## src/rtl/kanagawa_quad_port_memory_arbiter.sv

```systemverilog
// +----------------------------------------------------------------------------+
// | kanagawa_quad_port_memory_arbiter                                          |
// | Shares one 2W/2R memory among NUM_REQ requesters.                          |
// | Two round-robin arbiters drive the memory ports. A tag pipeline routes     |
// | each read response back to the requester that issued it.                   |
// | Optional stall counters: define KANAGAWA_QPM_ARBITER_STALL_STATS_EN.       |
// | Rev 1.0 - initial release                                                  |
// +----------------------------------------------------------------------------+
`default_nettype none

module kanagawa_quad_port_memory_arbiter #(
    parameter int NUM_REQ      = 4,
    parameter int DATA_WIDTH   = 32,
    parameter int ADDR_WIDTH   = 10,
    parameter int READ_LATENCY = 2
) (
    input  logic                          clk,
    input  logic                          rst,
    input  logic [NUM_REQ-1:0]            wr_valid_in,
    input  logic [NUM_REQ*ADDR_WIDTH-1:0] wr_addr_in,
    input  logic [NUM_REQ*DATA_WIDTH-1:0] wr_data_in,
    output logic [NUM_REQ-1:0]            wr_ready_out,
    input  logic [NUM_REQ-1:0]            rd_valid_in,
    input  logic [NUM_REQ*ADDR_WIDTH-1:0] rd_addr_in,
    output logic [NUM_REQ-1:0]            rd_ready_out,
    output logic [NUM_REQ-1:0]            rsp_valid_out,
    output logic [NUM_REQ*DATA_WIDTH-1:0] rsp_data_out,
    output logic [1:0]                    mem_wren_out,
    output logic [2*ADDR_WIDTH-1:0]       mem_write_addr_out,
    output logic [2*DATA_WIDTH-1:0]       mem_data_out,
    output logic [1:0]                    mem_rden_out,
    output logic [2*ADDR_WIDTH-1:0]       mem_read_addr_out,
    input  logic [2*DATA_WIDTH-1:0]       mem_q_in,
    output logic [NUM_REQ*16-1:0]         stall_count_out
);

    localparam int c_IDX_W = (NUM_REQ > 1) ? $clog2(NUM_REQ) : 1;

    function automatic logic [c_IDX_W-1:0] f_wrap(input logic [c_IDX_W-1:0] base,
                                                  input int ofs);
        int v_sum;
        v_sum = int'(base) + ofs;
        if (v_sum >= NUM_REQ) begin
            v_sum = v_sum - NUM_REQ;
        end
        return v_sum[c_IDX_W-1:0];
    endfunction

    logic [c_IDX_W-1:0] r_wr_ptr;
    logic [c_IDX_W-1:0] r_rd_ptr;
    logic [c_IDX_W-1:0] w_wr_ptr_nxt;
    logic [c_IDX_W-1:0] w_rd_ptr_nxt;

    logic [1:0]         w_wr_vld;
    logic [c_IDX_W-1:0] w_wr_idx [2];
    logic [c_IDX_W-1:0] w_wr_scan;
    logic [1:0]         w_rd_vld;
    logic [c_IDX_W-1:0] w_rd_idx [2];
    logic [c_IDX_W-1:0] w_rd_scan;

    logic [1:0]         w_pop_vld;
    logic [c_IDX_W-1:0] w_pop_id [2];

    // Write scan: port 1 skips anyone targeting port 0's address; they retry later.
    always_comb begin
        w_wr_vld    = 2'b00;
        w_wr_idx[0] = '0;
        w_wr_idx[1] = '0;
        w_wr_scan   = '0;
        for (int k = 0; k < NUM_REQ; k++) begin
            w_wr_scan = f_wrap(r_wr_ptr, k);
            if (!rst && wr_valid_in[w_wr_scan]) begin
                if (!w_wr_vld[0]) begin
                    w_wr_vld[0] = 1'b1;
                    w_wr_idx[0] = w_wr_scan;
                end else if (!w_wr_vld[1] &&
                             (wr_addr_in[int'(w_wr_scan)*ADDR_WIDTH +: ADDR_WIDTH] !=
                              wr_addr_in[int'(w_wr_idx[0])*ADDR_WIDTH +: ADDR_WIDTH])) begin
                    w_wr_vld[1] = 1'b1;
                    w_wr_idx[1] = w_wr_scan;
                end
            end
        end
    end

    always_comb begin
        w_rd_vld    = 2'b00;
        w_rd_idx[0] = '0;
        w_rd_idx[1] = '0;
        w_rd_scan   = '0;
        for (int k = 0; k < NUM_REQ; k++) begin
            w_rd_scan = f_wrap(r_rd_ptr, k);
            if (!rst && rd_valid_in[w_rd_scan]) begin
                if (!w_rd_vld[0]) begin
                    w_rd_vld[0] = 1'b1;
                    w_rd_idx[0] = w_rd_scan;
                end else if (!w_rd_vld[1]) begin
                    w_rd_vld[1] = 1'b1;
                    w_rd_idx[1] = w_rd_scan;
                end
            end
        end
    end

    always_comb begin
        wr_ready_out       = '0;
        rd_ready_out       = '0;
        mem_wren_out       = w_wr_vld;
        mem_rden_out       = w_rd_vld;
        mem_write_addr_out = '0;
        mem_data_out       = '0;
        mem_read_addr_out  = '0;
        for (int p = 0; p < 2; p++) begin
            if (w_wr_vld[p]) begin
                wr_ready_out[w_wr_idx[p]] = 1'b1;
                mem_write_addr_out[p*ADDR_WIDTH +: ADDR_WIDTH] =
                    wr_addr_in[int'(w_wr_idx[p])*ADDR_WIDTH +: ADDR_WIDTH];
                mem_data_out[p*DATA_WIDTH +: DATA_WIDTH] =
                    wr_data_in[int'(w_wr_idx[p])*DATA_WIDTH +: DATA_WIDTH];
            end
            if (w_rd_vld[p]) begin
                rd_ready_out[w_rd_idx[p]] = 1'b1;
                mem_read_addr_out[p*ADDR_WIDTH +: ADDR_WIDTH] =
                    rd_addr_in[int'(w_rd_idx[p])*ADDR_WIDTH +: ADDR_WIDTH];
            end
        end
    end

    // Pointer moves past the last requester granted this cycle.
    always_comb begin
        w_wr_ptr_nxt = r_wr_ptr;
        if (w_wr_vld[1]) begin
            w_wr_ptr_nxt = f_wrap(w_wr_idx[1], 1);
        end else if (w_wr_vld[0]) begin
            w_wr_ptr_nxt = f_wrap(w_wr_idx[0], 1);
        end
        w_rd_ptr_nxt = r_rd_ptr;
        if (w_rd_vld[1]) begin
            w_rd_ptr_nxt = f_wrap(w_rd_idx[1], 1);
        end else if (w_rd_vld[0]) begin
            w_rd_ptr_nxt = f_wrap(w_rd_idx[0], 1);
        end
    end

    always_ff @(posedge clk) begin
        if (rst) begin
            r_wr_ptr <= '0;
            r_rd_ptr <= '0;
        end else begin
            r_wr_ptr <= w_wr_ptr_nxt;
            r_rd_ptr <= w_rd_ptr_nxt;
        end
    end

    generate
        for (genvar p = 0; p < 2; p++) begin : g_rd_port
            logic [READ_LATENCY-1:0] r_tag_v;
            logic [c_IDX_W-1:0]      r_tag_id [READ_LATENCY];

            always_ff @(posedge clk) begin
                if (rst) begin
                    r_tag_v <= '0;
                end else begin
                    r_tag_v[0] <= w_rd_vld[p];
                    for (int s = 1; s < READ_LATENCY; s++) begin
                        r_tag_v[s] <= r_tag_v[s-1];
                    end
                end
                r_tag_id[0] <= w_rd_idx[p];
                for (int s = 1; s < READ_LATENCY; s++) begin
                    r_tag_id[s] <= r_tag_id[s-1];
                end
            end

            assign w_pop_vld[p] = r_tag_v[READ_LATENCY-1];
            assign w_pop_id[p]  = r_tag_id[READ_LATENCY-1];
        end
    endgenerate

    // Both ports were issued in the same cycle to distinct ids, so no collision here.
    always_comb begin
        rsp_valid_out = '0;
        rsp_data_out  = '0;
        for (int p = 0; p < 2; p++) begin
            if (w_pop_vld[p]) begin
                rsp_valid_out[w_pop_id[p]] = 1'b1;
                rsp_data_out[int'(w_pop_id[p])*DATA_WIDTH +: DATA_WIDTH] =
                    mem_q_in[p*DATA_WIDTH +: DATA_WIDTH];
            end
        end
    end

`ifdef KANAGAWA_QPM_ARBITER_STALL_STATS_EN
    generate
        for (genvar i = 0; i < NUM_REQ; i++) begin : g_stall
            logic [15:0] r_cnt;
            logic        w_stall;

            assign w_stall = (wr_valid_in[i] & ~wr_ready_out[i]) |
                             (rd_valid_in[i] & ~rd_ready_out[i]);

            always_ff @(posedge clk) begin
                if (rst) begin
                    r_cnt <= '0;
                end else if (w_stall && (r_cnt != 16'hFFFF)) begin
                    r_cnt <= r_cnt + 16'd1;
                end
            end

            assign stall_count_out[i*16 +: 16] = r_cnt;
        end
    endgenerate
`else
    assign stall_count_out = '0;
`endif

endmodule

`default_nettype wire

```

## config.mk

```make
export PLATFORM = sky130hd
export DESIGN_NAME = kanagawa_quad_port_memory_arbiter
export DESIGN_NICKNAME = d
export VERILOG_FILES = /design/src/rtl/kanagawa_quad_port_memory_arbiter.sv
export SDC_FILE = /design/constraint.sdc
export NUM_CORES = 1
export LEC_CHECK = 0
export BUFFER_PORTS_ARGS = -buffer_cell sky130_fd_sc_hd__clkbuf_2
export CAP_MARGIN = 0
export CORE_AREA = 3 3 232 234
export CTS_CLUSTER_DIAMETER = 80
export DETAILED_ROUTE_END_ITERATION = 12
export DIE_AREA = 0 0 235 237
export SYNTH_ARGS = -nofsm -noshare
export SYNTH_HDL_FRONTEND = slang
export SYNTH_SLANG_ARGS = --single-unit
```

## constraint.sdc

```tcl
create_clock -name clk -period 6.7 [get_ports clk]
set_input_delay 0.67 -clock clk [delete_from_list [all_inputs] [get_ports clk]]
set_output_delay 0.67 -clock clk [all_outputs]
set_load 0.02 [all_outputs]
```

==> results_dict.tcl, run 1 <==
set metrics [dict create \
    synthesis.area_per_instance_um2 8.06 \
    fin_hold_ws_ns 0.325 \
    cts_num_sinks 16 \
    layout.filler_cells 5803 \
    worst_setup_path_end_kind "primary output" \
    grt_max_degree 55 \
    synthToLayoutAreaGrowth_pct 35.1 \
    critical_path.max_fanout 46 \
    endpoint_arrival_time_on_the_critical_path_ns 5.57 \
    synthFlopType "sky130_fd_sc_hd__dfxtp_1" \
    syn_inst 1124 \
    synth-seq-cells 16 \
    synth_cell_type_count 70 \
    setup.worst_path.start_class "input port" \
    grt_overflow 0 \
    finalCriticalPeriod_ns 6.24 \
    internal_mw 1.88 \
    cts.reportedPaths.clkPinSlew_ns 0.05 \
    power.ir.vdd_worst_v 0.000192 \
    fin_ws_ns 0.457 \
    design.core.area_mm2 0.0522 \
    worst-setup-path-type "input port to primary output" \
    post_drt_wl_per_cell_um 19.1 \
    drv_slew 0 \
    maxCapViolations 0 \
    cp_data_required_time_ns 6.03 \
    post-dp-hpwl_um 34500 \
    critical_path.slowest_cell "sky130_fd_sc_hd__buf_4" \
    crit_path_cell_trace "clkbuf_2 > mux2i_1 > and2_1 > a211oi_1 > ha_1 > nor2b_1 > o31ai_1 > a21oi_1 > o21bai_2 > nand2_2 > or3_1 > a32oi_1 > o2111ai_2 > o31ai_4 > nor4_1 > nor3_4 > buf_4 > o22ai_1 > clkbuf_2" \
    groute.usage.overall 0.141 \
    layout.cell_area.non_filler_mm2 0.0122 \
    finalClockSkew_ns 0.00315 \
    critPathLaunch "wr_valid_in[1]" \
    cts_post_setup_buffers_inserted 0 \
    worst_slew_pin_slew_ns 1.11 \
    worstReg2RegStart "r_wr_ptr[0]" \
    timing.fmax_mhz 160 \
    ys_async_sr_fraction 0 \
    viasPerCell 4.99 \
    grtUsageMet3 0.0276 \
    dieWidth_um 235 \
    drc 0 \
    dr.first_iter.drc_count 918 \
    clock_tree.htree_level_count 1 \
    totalWireLength_um 43100 \
    power.net_switching_mw 2.91 \
    numCtsBuffers 3 \
    fraction_of_layout_instances_using_a_drive_strength_above_1 0.408 \
    share_of_total_power_consumed_by_net_switching 0.607 \
    cts_repair_resize_count 0 \
    hold_violations 0 \
    yosysWarnings 0 \
    starting_density 0.173 \
    num_vias 11300 \
    die_height_um 237 \
    ys_seq_area_frac 0.0354 \
    grt_pass1_wl_um 64000 \
    die_area_mm2 0.0557 \
    power_per_cell_area_mw_per_mm2 391 \
    finalSetupViolCount 0 \
    sequentialPowerShare 0.040 \
    p_leak_nw 5.49 \
    gr-usage-met2 0.231 \
    busiest_layer "met2" \
    tritoncts_clock_tree "yes" \
    fin_tns_setup_ns 0 \
    synth-edff-count 0 \
    antenna_left 0 \
    rsz0062_at_grt "no" \
    power.share.clock 0.028 \
    crit_path_max_incr_delay_ns 0.50 \
    maxSlewHeadroom 0.257 \
    logic_pwr_share 0.932 \
    min_from "g_rd_port[1].r_tag_id[0][0]" \
    io_buffers 529 \
    ctsHoldBuffers 0 \
    io-pin-count 594 \
    cts_root_buf "sky130_fd_sc_hd__clkbuf_16" \
    antenna_found_initial 9 \
    synth_area_mm2 0.00906 \
    nets 1869 \
    max-clock-path-buffers 2 \
    run_status "completed" \
    rows 84 \
    fin_crit_sh 0.932 \
    iteration_count_of_the_initial_detailed_routing_pass 5 \
    gp_routability_congestion 0.921 \
    worst_setup_slack_post_dpl_ns 0.507 \
    post-layout-total-power_mw 4.79 \
    grt_pass1_vias 10200 \
    critical_path.most_common_cell "sky130_fd_sc_hd__clkbuf_2" \
    holdCritPathClass "flop to flop" \
    clock_insertion_delay_worst_skew_ns 0.25 \
    grtUsageMet1 0.193 \
    placement.cell_area_mm2 0.0121 \
]
layout make-up:
| class | instances | area, µm² | area share |
|---|---|---|---|
| multi-input cells | 959 | 7910 | 0.647 |
| repair buffers | 565 | 2960 | 0.241 |
| well taps | 688 | 861 | 0.0703 |
| flip-flops and latches | 16 | 323 | 0.0264 |
| inverters | 24 | 90.1 | 0.00736 |
| clock buffers | 4 | 88.8 | 0.00726 |
| diodes | 3 | 7.51 | 0.000613 |
synth_stat cells (19+ instances only):
library cell / n / share of area
sky130_fd_sc_hd__and2_1: 58 / 0.040
sky130_fd_sc_hd__inv_1: 23 / 0.0095
sky130_fd_sc_hd__clkbuf_1: 76 / 0.031
sky130_fd_sc_hd__a211oi_1: 130 / 0.11
sky130_fd_sc_hd__mux2i_1: 184 / 0.20
sky130_fd_sc_hd__nand2_1: 65 / 0.027
sky130_fd_sc_hd__xor2_1: 21 / 0.020
sky130_fd_sc_hd__buf_4: 77 / 0.064
sky130_fd_sc_hd__a22o_1: 131 / 0.13
sky130_fd_sc_hd__a21oi_1: 23 / 0.013
sky130_fd_sc_hd__xnor2_1: 19 / 0.018
sky130_fd_sc_hd__o22ai_1: 46 / 0.032
sky130_fd_sc_hd__buf_2: 19 / 0.010
sky130_fd_sc_hd__mux4_2: 39 / 0.097
sky130_fd_sc_hd__nor2b_1: 28 / 0.019
through the flow:
| step | instances | util |
|---|---|---|
| 6_report | 2259 | 0.234 |
| 5_1_grt | 2258 | 0.234 |
| 4_1_cts | 2256 | 0.234 |
| 3_5_place_dp | 2252 | 0.232 |
| 3_3_place_gp | 2252 | 0.232 |
| 2_1_floorplan | 1187 | - |
critical path: cells and delay by family:
kind | cells | cell delay (ns)
AOI/OAI and AO/OA | 8 | 2.11
adders and majority gates | 1 | 0.31
buffers and inverters | 3 | 0.89
muxes | 1 | 0.13
and+or+nand+nor | 6 | 1.37
power groups by stage:
stage	Combinational [mW]	Clock [mW]	Sequential [mW]
global placement	4.46	0	0.193
CTS	4.47	0.144	0.191
floorplan	3.22	0	0.157
global route	4.80	0.146	0.199
finish	4.46	0.135	0.190
detailed placement	4.46	0	0.192
state kept, by name, indices dropped and copies added, names as in the netlist:
signal              count
r_wr_ptr                2
g_rd_port.r_tag_id      8
g_rd_port.r_tag_v       4
r_rd_ptr                2
placed cells by master, fill, tap and decap left out, types with 4 or more instances in the layout:
| cell | Yosys | layout |
|---|---|---|
| sky130_fd_sc_hd__inv_1 | 23 | 23 |
| sky130_fd_sc_hd__nand2b_1 | 5 | 5 |
| sky130_fd_sc_hd__xor2_1 | 21 | 21 |
| sky130_fd_sc_hd__a211o_1 | 5 | 5 |
| sky130_fd_sc_hd__mux2i_1 | 184 | 184 |
| sky130_fd_sc_hd__o21ai_0 | 11 | 11 |
| sky130_fd_sc_hd__a21oi_1 | 23 | 22 |
| sky130_fd_sc_hd__buf_4 | 77 | 33 |
| sky130_fd_sc_hd__and4_1 | 4 | 4 |
| sky130_fd_sc_hd__clkbuf_2 | 0 | 529 |
| sky130_fd_sc_hd__o22ai_1 | 46 | 46 |
| sky130_fd_sc_hd__dfxtp_1 | 16 | 14 |
| sky130_fd_sc_hd__and2_1 | 58 | 57 |
| sky130_fd_sc_hd__nand4_1 | 4 | 4 |
| sky130_fd_sc_hd__a211oi_1 | 130 | 129 |
| sky130_fd_sc_hd__conb_1 | 1 | 64 |
| sky130_fd_sc_hd__a311oi_1 | 13 | 13 |
| sky130_fd_sc_hd__nor2b_1 | 28 | 28 |
| sky130_fd_sc_hd__o21ai_1 | 5 | 4 |
| sky130_fd_sc_hd__o211ai_1 | 4 | 4 |
| sky130_fd_sc_hd__nor3_1 | 5 | 4 |
| sky130_fd_sc_hd__ha_1 | 18 | 18 |
| sky130_fd_sc_hd__nor4_1 | 5 | 5 |
| sky130_fd_sc_hd__xnor2_1 | 19 | 19 |
| sky130_fd_sc_hd__nor2_1 | 16 | 14 |
| sky130_fd_sc_hd__mux4_2 | 39 | 39 |
| sky130_fd_sc_hd__nand2_1 | 65 | 64 |
| sky130_fd_sc_hd__a22o_1 | 131 | 131 |
routing by layer:
layer | up-vias | routed length [µm]
li1 | 5177 | -
met4 | 4 | 690
met3 | 52 | 3370
met5 | - | 27
met2 | 565 | 20300
met1 | 5467 | 18700
kinds of logic after synthesis:
kind of cell,Yosys count,share of synthesized area
adder cells (fa/ha/maj),18,0.0249
XOR/XNOR,40,0.0387
buffers and inverters,212,0.130
other,1,0.000414
flip-flops,16,0.0354
AO/OA/AOI/OAI,398,0.338
AND/OR/NAND/NOR,214,0.129
multiplexers,225,0.303
worst paths after layout:
kind,end,slack (ns),depth (start not counted)
setup / recovery,mem_data_out[36],0.46,19
hold / removal,g_rd_port[1].r_tag_id[0][2],0.32,0
setup reg to reg,r_wr_ptr[1],1.60,18
hold reg to reg,g_rd_port[1].r_tag_id[0][2],0.32,0
Power figures use the tool's default switching activity.
==> run 2, diff against run 1 <==
- RECOVER_POWER: unset -> 50
==> run 2 against run 1 <==
  * The flow now finishes with violations (max-capacitance violations, max-slew violations)
  * Via count up 0.64%
  * Clock-buffer cell count unchanged
  * Non-clock buffer count unchanged
  * Utilization down 0.33 points
  * Flip-flop and latch count unchanged
  * Critical path depth unchanged
  * Hold slack about the same
  * Register-to-register slack about the same
  * Clock power about the same
  * Final area down 1.4%
  * Cell count about the same
  * Critical path type unchanged
  * Critical endpoint unchanged
  * Largest power group unchanged
  * Highest routed layer unchanged
==> results_dict.tcl, run 2 (synthesis gave the netlist of run 1 again) <==
set metrics [dict create \
    post_drt_wl_per_cell_um 19.1 \
    placedCellCount 2252 \
    worst_slew_pin_slew_ns 1.70 \
    cts.reportedPaths.clkPinSlew_ns 0.05 \
    grt_overflow 0 \
    layout.filler_cells 5866 \
    num_vias 11300 \
    cts_post_setup_buffers_inserted 0 \
    cts_num_sinks 16 \
    worst_setup_slack_post_dpl_ns 0.507 \
    dr.first_iter.drc_count 915 \
    die_area_mm2 0.0557 \
    crit_path_cell_trace "clkbuf_2 > mux2i_1 > and2_1 > a211oi_1 > ha_1 > nor2b_1 > o31ai_1 > a21oi_1 > o21bai_2 > nand2_2 > or3_1 > a32oi_1 > o2111ai_2 > o31ai_4 > nor4_1 > nor3_4 > buf_4 > o22ai_1 > clkbuf_2" \
    postLayoutCoreUtil 0.231 \
    post-layout-total-power_mw 4.77 \
    grt_max_degree 55 \
    ctsHoldBuffers 0 \
    io-pin-count 594 \
    io_buffers 529 \
    largest_register_ffs 8 \
    maxSlewHeadroom -0.136 \
    cts_repair_resize_count 0 \
    crit_path_max_incr_delay_ns 0.50 \
    commonest_non_fill_non_tap_cells_in_the_layout "sky130_fd_sc_hd__clkbuf_2 (409), sky130_fd_sc_hd__mux2i_1 (184), sky130_fd_sc_hd__a22o_1 (131)" \
    layout.cells.most_common "sky130_fd_sc_hd__clkbuf_2" \
    timing.fmax_mhz 160 \
    design.core.area_mm2 0.0522 \
    setup.worst_path.start_class "input port" \
    endpoint_arrival_time_on_the_critical_path_ns 5.59 \
    run_status "finished with violations" \
    hold_violations 0 \
    critical_path.slowest_cell "sky130_fd_sc_hd__buf_4" \
    gp_routability_congestion 0.921 \
    top_regs "g_rd_port.r_tag_id: 8 flops, g_rd_port.r_tag_v: 4 flops" \
    timing.critical_path.buf_inv 3 \
    violated_checks "max-capacitance violations, max-slew violations" \
    finalCriticalPeriod_ns 6.26 \
    critical_path.max_fanout 46 \
    fin_crit_sh 0.934 \
    path_delay_family "compound AO/OA/AOI/OAI gates" \
    fraction_of_layout_instances_using_a_drive_strength_above_1 0.327 \
    drc 0 \
    dieWidth_um 235 \
    worst_setup_path_end_kind "primary output" \
    grt_pass1_wl_um 64000 \
    finalClockSkew_ns 0.00374 \
    max-clock-path-buffers 2 \
    worst-setup-path-type "input port to primary output" \
    area_taken_by_multi_input_logic_gates_mm2 0.00791 \
    starting_density 0.173 \
    numCtsBuffers 3 \
    fin_ws_ns 0.442 \
    p_leak_nw 5.05 \
    cp_data_required_time_ns 6.03 \
    clock_tree.htree_level_count 1 \
    totalWireLength_um 43100 \
    rows 84 \
    antenna_left 0 \
    critical_path.most_common_cell "sky130_fd_sc_hd__clkbuf_2" \
    power_per_cell_area_mw_per_mm2 395 \
    grt_pass1_vias 10200 \
    power.ir.vdd_worst_v 0.000190 \
    finish.cell_count_without_fillers 2260 \
    die_height_um 237 \
    top_register "g_rd_port.r_tag_id" \
    tritoncts_clock_tree "yes" \
    groute.usage.overall 0.141 \
    holdCritPathClass "flop to flop" \
    rsz0062_at_grt "no" \
    cts_root_buf "sky130_fd_sc_hd__clkbuf_16" \
    iteration_count_of_the_initial_detailed_routing_pass 5 \
    fin_tns_setup_ns 0 \
    post-dp-hpwl_um 34500 \
    finalSetupViolCount 0 \
    maxCapViolations 4 \
    viasPerCell 5.02 \
    synthToLayoutAreaGrowth_pct 33.2 \
    clock_insertion_delay_worst_skew_ns 0.25 \
    area.sequential_um2 323 \
    antenna_found_initial 9 \
    nets 1869 \
    drv_slew 132 \
]
==> run 2: changes by cell type in the layout (fill, tap and decap cells not counted), sizes merged <==
cell,change
diode,+1
buf,-6
clkbuf,+6
==> run 2: path summary, 6_finish.rpt <==
check	depth (start not counted)	to	from	slack (ns)
worst max-delay path	19	mem_data_out[36]	wr_valid_in[1]	0.44
worst max register to register	18	r_wr_ptr[1]	r_wr_ptr[0]	1.59
worst min-delay path	0	g_rd_port[1].r_tag_id[0][2]	g_rd_port[1].r_tag_id[0][0]	0.32
worst min register to register	0	g_rd_port[1].r_tag_id[0][2]	g_rd_port[1].r_tag_id[0][0]	0.32
==> run 2: layout make-up <==
class,instances,area share
clock buffers,4,0.00736
flip-flops and latches,16,0.0267
diodes,4,0.000829
well taps,688,0.0713
repair buffers,565,0.231
multi-input cells,959,0.656
inverters,24,0.00746
==> run 2: power breakdown <==
group,switching (mW),leakage (nW),internal (mW)
Combinational,2.81,4.87,1.64
Clock,0.0438,0.0442,0.0909
Sequential,0.0546,0.134,0.136
Total,2.90,5.05,1.87
==> run 2: metal layers <==
layer,part of all wire,global-route usage,vias up
met4,0.015,0.0252,4
met3,0.084,0.0276,48
met2,0.47,0.231,636
met1,0.43,0.193,5475
li1,-,-,5174
met5,0.00063,0,-
==> run 2: per-stage QoR <==
stage,area [µm²],hold slack (ns)
after floorplan,9300,0.310
after global placement,12100,0.311
after detailed placement,12100,0.312
after CTS,12200,0.326
after global routing,12100,0.327
final,12100,0.324
